--- src/rtl/core_config_pkg.sv ---
// ============================================================================
// Module      : core_config
// Description : Shared core constants and the dcache write-bridge state type.
// Revision    : 1.0 - initial release
// ============================================================================
`default_nettype none

package core_config;

    localparam int         DCACHELINE_WIDTH = 128;
    localparam logic [1:0] AXI_BURST_INCR   = 2'b01;
    localparam logic [1:0] AXI_RESP_OKAY    = 2'b00;

    typedef enum logic [1:0] {
        ST_IDLE = 2'd0,
        ST_ADDR = 2'd1,
        ST_DATA = 2'd2,
        ST_RESP = 2'd3
    } bridge_state_e;

endpackage

`default_nettype wire

--- src/rtl/dcache_axi_wbridge.sv ---
// ============================================================================
// Module      : dcache_axi_wbridge
// Description : Issues one dcache line write as a single AXI4 INCR burst.
// Revision    : 1.0 - initial release
// ============================================================================
`default_nettype none

module dcache_axi_wbridge
    import core_config::*;
#(
    parameter int LINE_WIDTH = DCACHELINE_WIDTH,
    parameter int DATA_WIDTH = 32,
    parameter int ADDR_WIDTH = 32,
    parameter int AXI_ID     = 1
) (
    input  logic                    clk,
    input  logic                    rst,
    input  logic                    wen_i,
    input  logic [LINE_WIDTH-1:0]   wdata_i,
    input  logic [ADDR_WIDTH-1:0]   awaddr_i,
    output logic                    req_accept_o,
    output logic                    bvalid_o,
    output logic                    berr_o,
    output logic [3:0]              awid_o,
    output logic [ADDR_WIDTH-1:0]   awaddr_o,
    output logic [7:0]              awlen_o,
    output logic [2:0]              awsize_o,
    output logic [1:0]              awburst_o,
    output logic                    awvalid_o,
    input  logic                    awready_i,
    output logic [DATA_WIDTH-1:0]   wdata_o,
    output logic [DATA_WIDTH/8-1:0] wstrb_o,
    output logic                    wlast_o,
    output logic                    wvalid_o,
    input  logic                    wready_i,
    input  logic [1:0]              bresp_i,
    input  logic                    bvalid_i,
    output logic                    bready_o
);

    localparam int BEATS = LINE_WIDTH / DATA_WIDTH;
    localparam int CNT_W = $clog2(BEATS);
    localparam int OFF_W = $clog2(LINE_WIDTH / 8);
    localparam int SIZE  = $clog2(DATA_WIDTH / 8);

    localparam logic [ADDR_WIDTH-1:0] LINE_MASK = ~ADDR_WIDTH'((1 << OFF_W) - 1);
    localparam logic [CNT_W-1:0]      LAST_BEAT = CNT_W'(BEATS - 1);

    bridge_state_e           state_q, state_d;
    logic [ADDR_WIDTH-1:0]   addr_q, addr_d;
    logic [LINE_WIDTH-1:0]   shift_q, shift_d;
    logic [CNT_W-1:0]        cnt_q, cnt_d;
    logic                    accept_q, accept_d;
    logic                    bvalid_q, bvalid_d;
    logic                    berr_q, berr_d;

    always_ff @(posedge clk) begin
        if (rst) begin
            state_q  <= ST_IDLE;
            addr_q   <= '0;
            shift_q  <= '0;
            cnt_q    <= '0;
            accept_q <= 1'b0;
            bvalid_q <= 1'b0;
            berr_q   <= 1'b0;
        end else begin
            state_q  <= state_d;
            addr_q   <= addr_d;
            shift_q  <= shift_d;
            cnt_q    <= cnt_d;
            accept_q <= accept_d;
            bvalid_q <= bvalid_d;
            berr_q   <= berr_d;
        end
    end

    always_comb begin
        state_d  = state_q;
        addr_d   = addr_q;
        shift_d  = shift_q;
        cnt_d    = cnt_q;
        accept_d = 1'b0;
        bvalid_d = 1'b0;
        berr_d   = 1'b0;
        case (state_q)
            // The FIFO may still hold wen_i high while bvalid_o is out; a
            // capture here would duplicate the line it is about to pop.
            ST_IDLE: begin
                if (wen_i && !bvalid_q) begin
                    addr_d   = awaddr_i & LINE_MASK;
                    shift_d  = wdata_i;
                    accept_d = 1'b1;
                    state_d  = ST_ADDR;
                end
            end
            ST_ADDR: begin
                if (awready_i) begin
                    state_d = ST_DATA;
                end
            end
            ST_DATA: begin
                if (wready_i) begin
                    shift_d = shift_q >> DATA_WIDTH;
                    if (cnt_q == LAST_BEAT) begin
                        cnt_d   = '0;
                        state_d = ST_RESP;
                    end else begin
                        cnt_d = cnt_q + CNT_W'(1);
                    end
                end
            end
            ST_RESP: begin
                if (bvalid_i) begin
                    bvalid_d = 1'b1;
                    berr_d   = (bresp_i != AXI_RESP_OKAY);
                    state_d  = ST_IDLE;
                end
            end
            default: state_d = ST_IDLE;
        endcase
    end

    assign req_accept_o = accept_q;
    assign bvalid_o     = bvalid_q;
    assign berr_o       = berr_q;
    assign awid_o       = 4'(AXI_ID);
    assign awaddr_o     = addr_q;
    assign awlen_o      = 8'(BEATS - 1);
    assign awsize_o     = 3'(SIZE);
    assign awburst_o    = AXI_BURST_INCR;
    assign awvalid_o    = (state_q == ST_ADDR);
    assign wdata_o      = shift_q[DATA_WIDTH-1:0];
    assign wstrb_o      = '1;
    assign wvalid_o     = (state_q == ST_DATA);
    assign wlast_o      = (state_q == ST_DATA) && (cnt_q == LAST_BEAT);
    assign bready_o     = (state_q == ST_RESP);

endmodule

`default_nettype wire

--- config.mk ---
export PLATFORM = sky130hd
export DESIGN_NAME = dcache_axi_wbridge
export DESIGN_NICKNAME = d
export VERILOG_FILES = /design/src/rtl/core_config_pkg.sv /design/src/rtl/dcache_axi_wbridge.sv
export SDC_FILE = /design/constraint.sdc
export NUM_CORES = 1
export LEC_CHECK = 0
export BUFFER_PORTS_ARGS = -buffer_cell sky130_fd_sc_hd__buf_4
export CORE_MARGIN = 2
export CORE_UTILIZATION = 53
export DETAILED_ROUTE_END_ITERATION = 7
export PLACE_DENSITY = 0.95
export SLEW_MARGIN = 15
export SYNTH_ARGS = -nofsm -noshare
export SYNTH_HDL_FRONTEND = slang
export SYNTH_SLANG_ARGS = --single-unit
export TNS_END_PERCENT = 100
--- constraint.sdc ---
create_clock -name clk -period 2.8 [get_ports clk]
set_input_delay 0.28 -clock clk [delete_from_list [all_inputs] [get_ports clk]]
set_output_delay 0.28 -clock clk [all_outputs]
set_load 0.1 [all_outputs]
==> impl_metrics.json, run 1 <==
{
  "cp_data_required_time_ns": 3.12,
  "setup_tns_ns": 0,
  "max_slew_margin_pct": 49.9,
  "die_w_um": 118,
  "postSynthCellCount": 721,
  "first_pass_iters": 5,
  "grt_overflow": 0,
  "leakage_nw": 3.77,
  "area_growth_pct": 29.7,
  "synth_top_area_cell": "dfxtp_1",
  "timing_hold_violations_final": 0,
  "reg2reg_depth": 7,
  "post_drt_wl_per_cell_um": 16.3,
  "worstSetupEndpointType": "flop",
  "clk_pin_slew_ns": 0.06,
  "start_kind": "flop",
  "drt_iter0_drc": 355,
  "synth_area_leaders": "dfxtp_1, mux2i_1, a211oi_1",
  "peakVddDrop_uv": 1190,
  "grt_pass1_vias": 5371,
  "row_count": 41,
  "diodes": 0,
  "layout_setup_ws_ns": 0.422,
  "grt_max_degree": 193,
  "gp_congestion": 0.851,
  "ys_warn_count": 0,
  "root_buffer": "clkbuf_16",
  "cts_hold_buf": 0,
  "numCtsBuffers": 17,
  "synth_flop_cell": "dfxtp_1",
  "worstPathMaxFanout": 192,
  "yosysMostFrequentCell": "dfxtp_1",
  "drc_errors": 0,
  "ys_seq_area_share_pct": 47.3,
  "antenna_found_initial": 0,
  "synth_seq_cells": 163,
  "port_buffers": 230,
  "hold_path_class": "in -> reg",
  "whs_path_depth": 2,
  "timing.rr.end": "shift_q[74]$_SDFFE_PP0P_",
  "finalWirelength_mm": 17.5,
  "viasPerCell": 5.19,
  "synth_edf_count": 0,
  "ys_async_sr_fraction_pct": 0,
  "seqCellArea_mm2": 0.00326,
  "io_pins": 260,
  "rsz0062_at_grt": "false",
  "ant_nets": 0,
  "crit_end": "shift_q[74]$_SDFFE_PP0P_",
  "grt_pass1_wl_mm": 27.8,
  "p_per_area_mw_per_mm2": 1440,
  "core_mm2": 0.0127,
  "cts.htree.levels": 4,
  "max-cap-violations": 0,
  "chipHeight_um": 118,
  "cts_setup_buffers": 0,
  "cts_tree": "done",
  "layout-drive-gt1-share_pct": 30.2,
  "n_fill_cell": 940,
  "r2r_start": "state_q[0]$_SDFFE_PP0P_",
  "synth.cells.most_frequent": "dfxtp_1, nor2_1, a211oi_1, mux2i_1, buf_4",
  "slew_violations": 0,
  "pre_cts_ws_ns": 0.443,
  "fin_crit_sh_pct": 84.9,
  "rrSetupSlack_ns": 0.42,
  "worstSetupPathType": "reg -> reg",
  "clock_sinks": 163,
  "fmax_mhz": 420,
  "layout.nets": 1060,
  "finalSetupViolCount": 0,
  "cts_buffer_depth": 2,
  "fin_crit_ns": 2.38,
  "synth_cell_types": 30,
  "cp.arrival_ns": 2.70,
  "multi_input_comb_area_mm2": 0.00302,
  "skew_ns": 0.00524,
  "grtUsageTotal_pct": 25.1,
  "finalPower_w": 0.0129,
  "cp-startpoint": "state_q[0]$_SDFFE_PP0P_",
  "hpwl_mm": 12.2,
  "initial_core_util_pct": 54.5,
  "die_area_mm2": 0.0140,
  "worst_pin_slew_ns": 0.752,
  "syn_avg_cell_area_um2": 9.58,
  "syn_area_mm2": 0.00690,
  "cts_resized": 0,
  "worst_skew_pair.late_latency_ns": 0.42,
  "status": "finished, final reports clean",
  "via_count": 5567,
  "synth_top_area_share_pct": 47.3
}
==> where the power goes <==
part | internal [W] | switching (W)
Sequential | 0.00330 | 0.000541
Combinational | 0.00183 | 0.00481
Clock | 0.00150 | 0.000908
==> area by class of cell <==
| type | instances | share of cell area, % |
|---|---|---|
| Timing Repair Buffer | 238 | 20.2 |
| Sequential cell | 163 | 36.4 |
| Clock buffer | 24 | 5.49 |
| Multi-Input combinational cell | 460 | 33.8 |
| Clock inverter | 8 | 1.38 |
| Inverter | 7 | 0.293 |
| Tap cell | 172 | 2.40 |
==> critical path, cell delays in order (launching register included) <==
cell and delay (ns):
dfxtp_1 0.36, inv_1 0.11, ha_4 0.20, nor2b_1 0.17, a211oi_4 0.33, buf_12 0.57, nor2_1 0.14, a211oi_1 0.28
==> how the worst min path moves through the flow <==
stage,endpoint,startpoint
final,berr_o$_SDFF_PP0_,bresp_i[0]
after detailed placement,awaddr_o[17]$_SDFFE_PP0P_,awaddr_o[17]$_SDFFE_PP0P_
after CTS,shift_q[104]$_SDFFE_PP0P_,wdata_i[104]
after global placement,awaddr_o[4]$_SDFFE_PP0P_,awaddr_o[4]$_SDFFE_PP0P_
after global routing,shift_q[104]$_SDFFE_PP0P_,wdata_i[104]
after floorplan,berr_o$_SDFF_PP0_,bresp_i[0]
==> cells by family (layout without fill, tap and decap cells) <==
logic type                 count (synthesis)  in the layout  share of synthesized area, %
AOI/OAI and AO/OA                        166            166                          17.7
adders and majority gates                  5              5                         0.906
DFF                                      163            163                          47.3
muxes                                     96             96                          13.9
buffers and inverters                    121            277                          10.7
and+or+nand+nor                          168            168                          9.48
other                                      2             25                         0.109
==> routing by layer <==
metal	up-vias	track usage, %	share of wire [%]
met3	54	5.50	5.2
met1	2506	32.7	44
met2	194	38.3	46
li1	2813	-	-
met5	-	0	0
met4	0	14.5	4.9
==> registers in the layout, indices dropped and copies added, names as in the netlist <==
name and count:
awaddr_o 28, berr_o 1, bvalid_o 1, cnt_q 2, req_accept_o 1, shift_q 128, state_q 2
==> layout by cell type, fill, tap and decap left out, drive strengths merged <==
| master | n |
|---|---|
| nand2 | 58 |
| buf | 238 |
| inv | 7 |
| clkbuf | 24 |
| a22o | 32 |
| nor2 | 101 |
| or2 | 1 |
| nand2b | 2 |
| o21a | 1 |
| conb | 25 |
| o211ai | 1 |
| a21o | 1 |
| ha | 5 |
| clkinv | 3 |
| and2 | 1 |
| nand3 | 1 |
| a21oi | 30 |
| mux2i | 96 |
| nor2b | 1 |
| nor3 | 2 |
| dfxtp | 163 |
| bufinv | 3 |
| o311a | 1 |
| o21ai | 1 |
| a211oi | 97 |
| o41ai | 1 |
| and3 | 1 |
| clkinvlp | 2 |
| o221ai | 1 |
==> stage by stage <==
stage               hold slack, ns  area (um2)  cells  utilization, %
finish                      0.0676        8960   1072            70.7
global route                0.0645        8960   1072            70.7
CTS                         0.0526        8950   1072            70.6
detailed placement           0.449        8340   1040            65.8
global placement             0.442        8340   1040            65.8
floorplan                    0.390        6990    744               -
No activity file was read; power rests on OpenSTA's default activity.
==> run 2: changes to the inputs <==
--- a/config.mk
+++ b/config.mk
@@ -7,9 +7,9 @@
 export LEC_CHECK = 0
 export BUFFER_PORTS_ARGS = -buffer_cell sky130_fd_sc_hd__buf_4
 export CORE_MARGIN = 2
-export CORE_UTILIZATION = 53
+export CORE_UTILIZATION = 49
 export DETAILED_ROUTE_END_ITERATION = 7
-export PLACE_DENSITY = 0.95
+export PLACE_DENSITY = 0.91
 export SLEW_MARGIN = 15
 export SYNTH_ARGS = -nofsm -noshare
 export SYNTH_HDL_FRONTEND = slang
==> constraint.sdc (replaced) <==
create_clock -name clk -period 2.2 [get_ports clk]
set_input_delay 0.22 -clock clk [delete_from_list [all_inputs] [get_ports clk]]
set_output_delay 0.22 -clock clk [all_outputs]
set_load 0.1 [all_outputs]
==> run 2 against run 1 <==
Net effect:
- worst setup slack worse by 0.34 ns
- first-iteration DRC count up 11%
- clock power grew 27%
- sequential cell count stayed put
- clock-buffer cell count is 4 lower
- design area rose by 4.1%
- power rose by 32%
- utilization is 3.3 points lower
- critical endpoint is now shift_q[75]$_SDFFE_PP0P_
- largest cell class unchanged
==> impl_metrics.json, run 2 (same netlist as run 1, synthesis figures left out) <==
{
  "status": "finished, final reports clean",
  "skew_ns": 0.00893,
  "grtUsageTotal_pct": 24.1,
  "layout-drive-gt1-share_pct": 30.6,
  "min_to": "shift_q[123]$_SDFFE_PP0P_",
  "p_int_w": 0.00878,
  "row_count": 43,
  "leakage_nw": 3.92,
  "grt_pass1_vias": 5492,
  "fin_crit_sh_pct": 96.1,
  "grt_max_degree": 82,
  "dpl.cell_count": 1055,
  "area_growth_pct": 35.0,
  "worst_pin_slew_ns": 0.580,
  "max-cap-violations": 0,
  "switching_share_pct": 48.3,
  "r2r_start": "state_q[0]$_SDFFE_PP0P_",
  "drt_iter0_drc": 395,
  "timing_hold_violations_final": 0,
  "grt_pass1_wl_mm": 27.9,
  "slew_violations": 0,
  "ant_nets": 0,
  "finalSetupViolCount": 0,
  "rrSetupSlack_ns": 0.09,
  "layout_common_cells": "buf_4, dfxtp_1, nor2_1",
  "finalPower_w": 0.0170,
  "antenna_found_initial": 0,
  "clock_sinks": 163,
  "initial_core_util_pct": 49.9,
  "die_w_um": 123,
  "timing.rr.end": "shift_q[75]$_SDFFE_PP0P_",
  "cts_buffer_depth": 2,
  "p_switching_w": 0.00820,
  "worst_skew_pair.late_latency_ns": 0.43,
  "layout_setup_ws_ns": 0.0858,
  "seq_power_share_pct": 28.8,
  "largest_reg_flops": 128,
  "reg2reg_depth": 8,
  "die_area_mm2": 0.0151,
  "post-route-util_pct": 67.4,
  "pre_cts_ws_ns": 0.188,
  "max_slew_margin_pct": 61.4,
  "clk_pin_slew_ns": 0.06,
  "start_kind": "flop",
  "root_buffer": "clkbuf_16",
  "first_pass_iters": 5,
  "worstPathMaxFanout": 32,
  "min_from": "wdata_i[123]",
  "clkPwrFrac_pct": 17.9,
  "whs_path_depth": 2,
  "worstSetupEndpointType": "flop",
  "layout.nets": 1087,
  "port_buffers": 230,
  "cts_tree": "done",
  "p_per_area_mw_per_mm2": 1820,
  "chipHeight_um": 123,
  "fin_crit_ns": 2.11,
  "drc_errors": 0,
  "worstSetupPathType": "reg -> reg",
  "numCtsBuffers": 17,
  "cts_setup_buffers": 0,
  "diodes": 0,
  "cp.arrival_ns": 2.43,
  "via_count": 5835,
  "io_pins": 260,
  "peakVddDrop_uv": 877,
  "power_frac_comb_pct": 53.4,
  "hold_path_class": "in -> reg",
  "hpwl_mm": 13.0,
  "core_mm2": 0.0138,
  "viasPerCell": 5.27,
  "finalWirelength_mm": 18.7,
  "gp_congestion": 0.793,
  "grt_overflow": 0,
  "cts.htree.levels": 4,
  "regMostFlops": "shift_q",
  "final_common_cell": "buf_4",
  "instances_no_fill": 1107,
  "post_drt_wl_per_cell_um": 16.8,
  "fmax_mhz": 473,
  "cp_data_required_time_ns": 2.52
}
[run 2: cell types whose count changed in the layout (fill, tap and decap cells not counted), sizes merged]
cell | before | now
inv | 7 | 8
dlygate4sd3 | 0 | 19
clkinvlp | 2 | 5
clkbuf | 24 | 21
buf | 238 | 245
[run 2: final cells by class]
class                   count  area (um2)
fillers                  1028        4510
repair buffers            265        2170
flip-flops and latches    163        3260
multi-input cells         460        3020
inverters                   7        26.3
well taps                 180         225
clock buffers              20         457
clock inverters            12         155
[run 2: timing repair]
action	4_1_cts	5_1_grt
hold buffers	19	0
setup endpoints to repair	0	2
resized for setup	0	2
endpoints found under the hold margin	18	0
[run 2: worst max-delay path: stages, from the launching register on]
cell,delay [ns]
dfxtp_1,0.34
inv_1,0.16
ha_2,0.28
nor2_1,0.09
a211oi_4,0.34
buf_12,0.24
buf_12,0.20
nor2_1,0.06
a211oi_1,0.29
[run 2: per-stage QoR]
stage,TNS [ns],hold slack [ns],cell area (um2)
2_1_floorplan,0,0.330,6990
3_3_place_gp,0,0.418,8490
3_5_place_dp,0,0.419,8490
4_1_cts,0,0.00338,9290
5_1_grt,-0.00473,0.00880,9320
6_report,0,0.0127,9320
[run 2: worst max-delay path by stage]
stage / end / from / slack (ns) / cells after the start
2_1_floorplan: wlast_o / state_q[0]$_SDFFE_PP0P_ / 0.03 / 5
3_3_place_gp: shift_q[65]$_SDFFE_PP0P_ / state_q[0]$_SDFFE_PP0P_ / 0.33 / 8
3_5_place_dp: shift_q[45]$_SDFFE_PP0P_ / state_q[0]$_SDFFE_PP0P_ / 0.19 / 8
4_1_cts: wlast_o / state_q[0]$_SDFFE_PP0P_ / 0.03 / 5
5_1_grt: shift_q[75]$_SDFFE_PP0P_ / state_q[1]$_SDFFE_PP0P_ / -0.005 / 8
6_report: shift_q[75]$_SDFFE_PP0P_ / state_q[0]$_SDFFE_PP0P_ / 0.09 / 8
[run 2: power by group through the flow]
stage | logic [W] | clock network [W] | registers [W]
after detailed placement | 0.00884 | 0 | 0.00493
after CTS | 0.00893 | 0.00307 | 0.00488
after global placement | 0.00864 | 0 | 0.00484
after floorplan | 0.00680 | 0 | 0.00544
final | 0.00906 | 0.00304 | 0.00488
after global routing | 0.00963 | 0.00321 | 0.00501
[run 2: layer usage]
layer	track usage, %	vias up	wire (um)
met3	5.16	55	973
met2	37.8	237	8830
met4	12.3	0	814
met1	31.1	2683	8030
met5	0	-	0
li1	-	2860	-
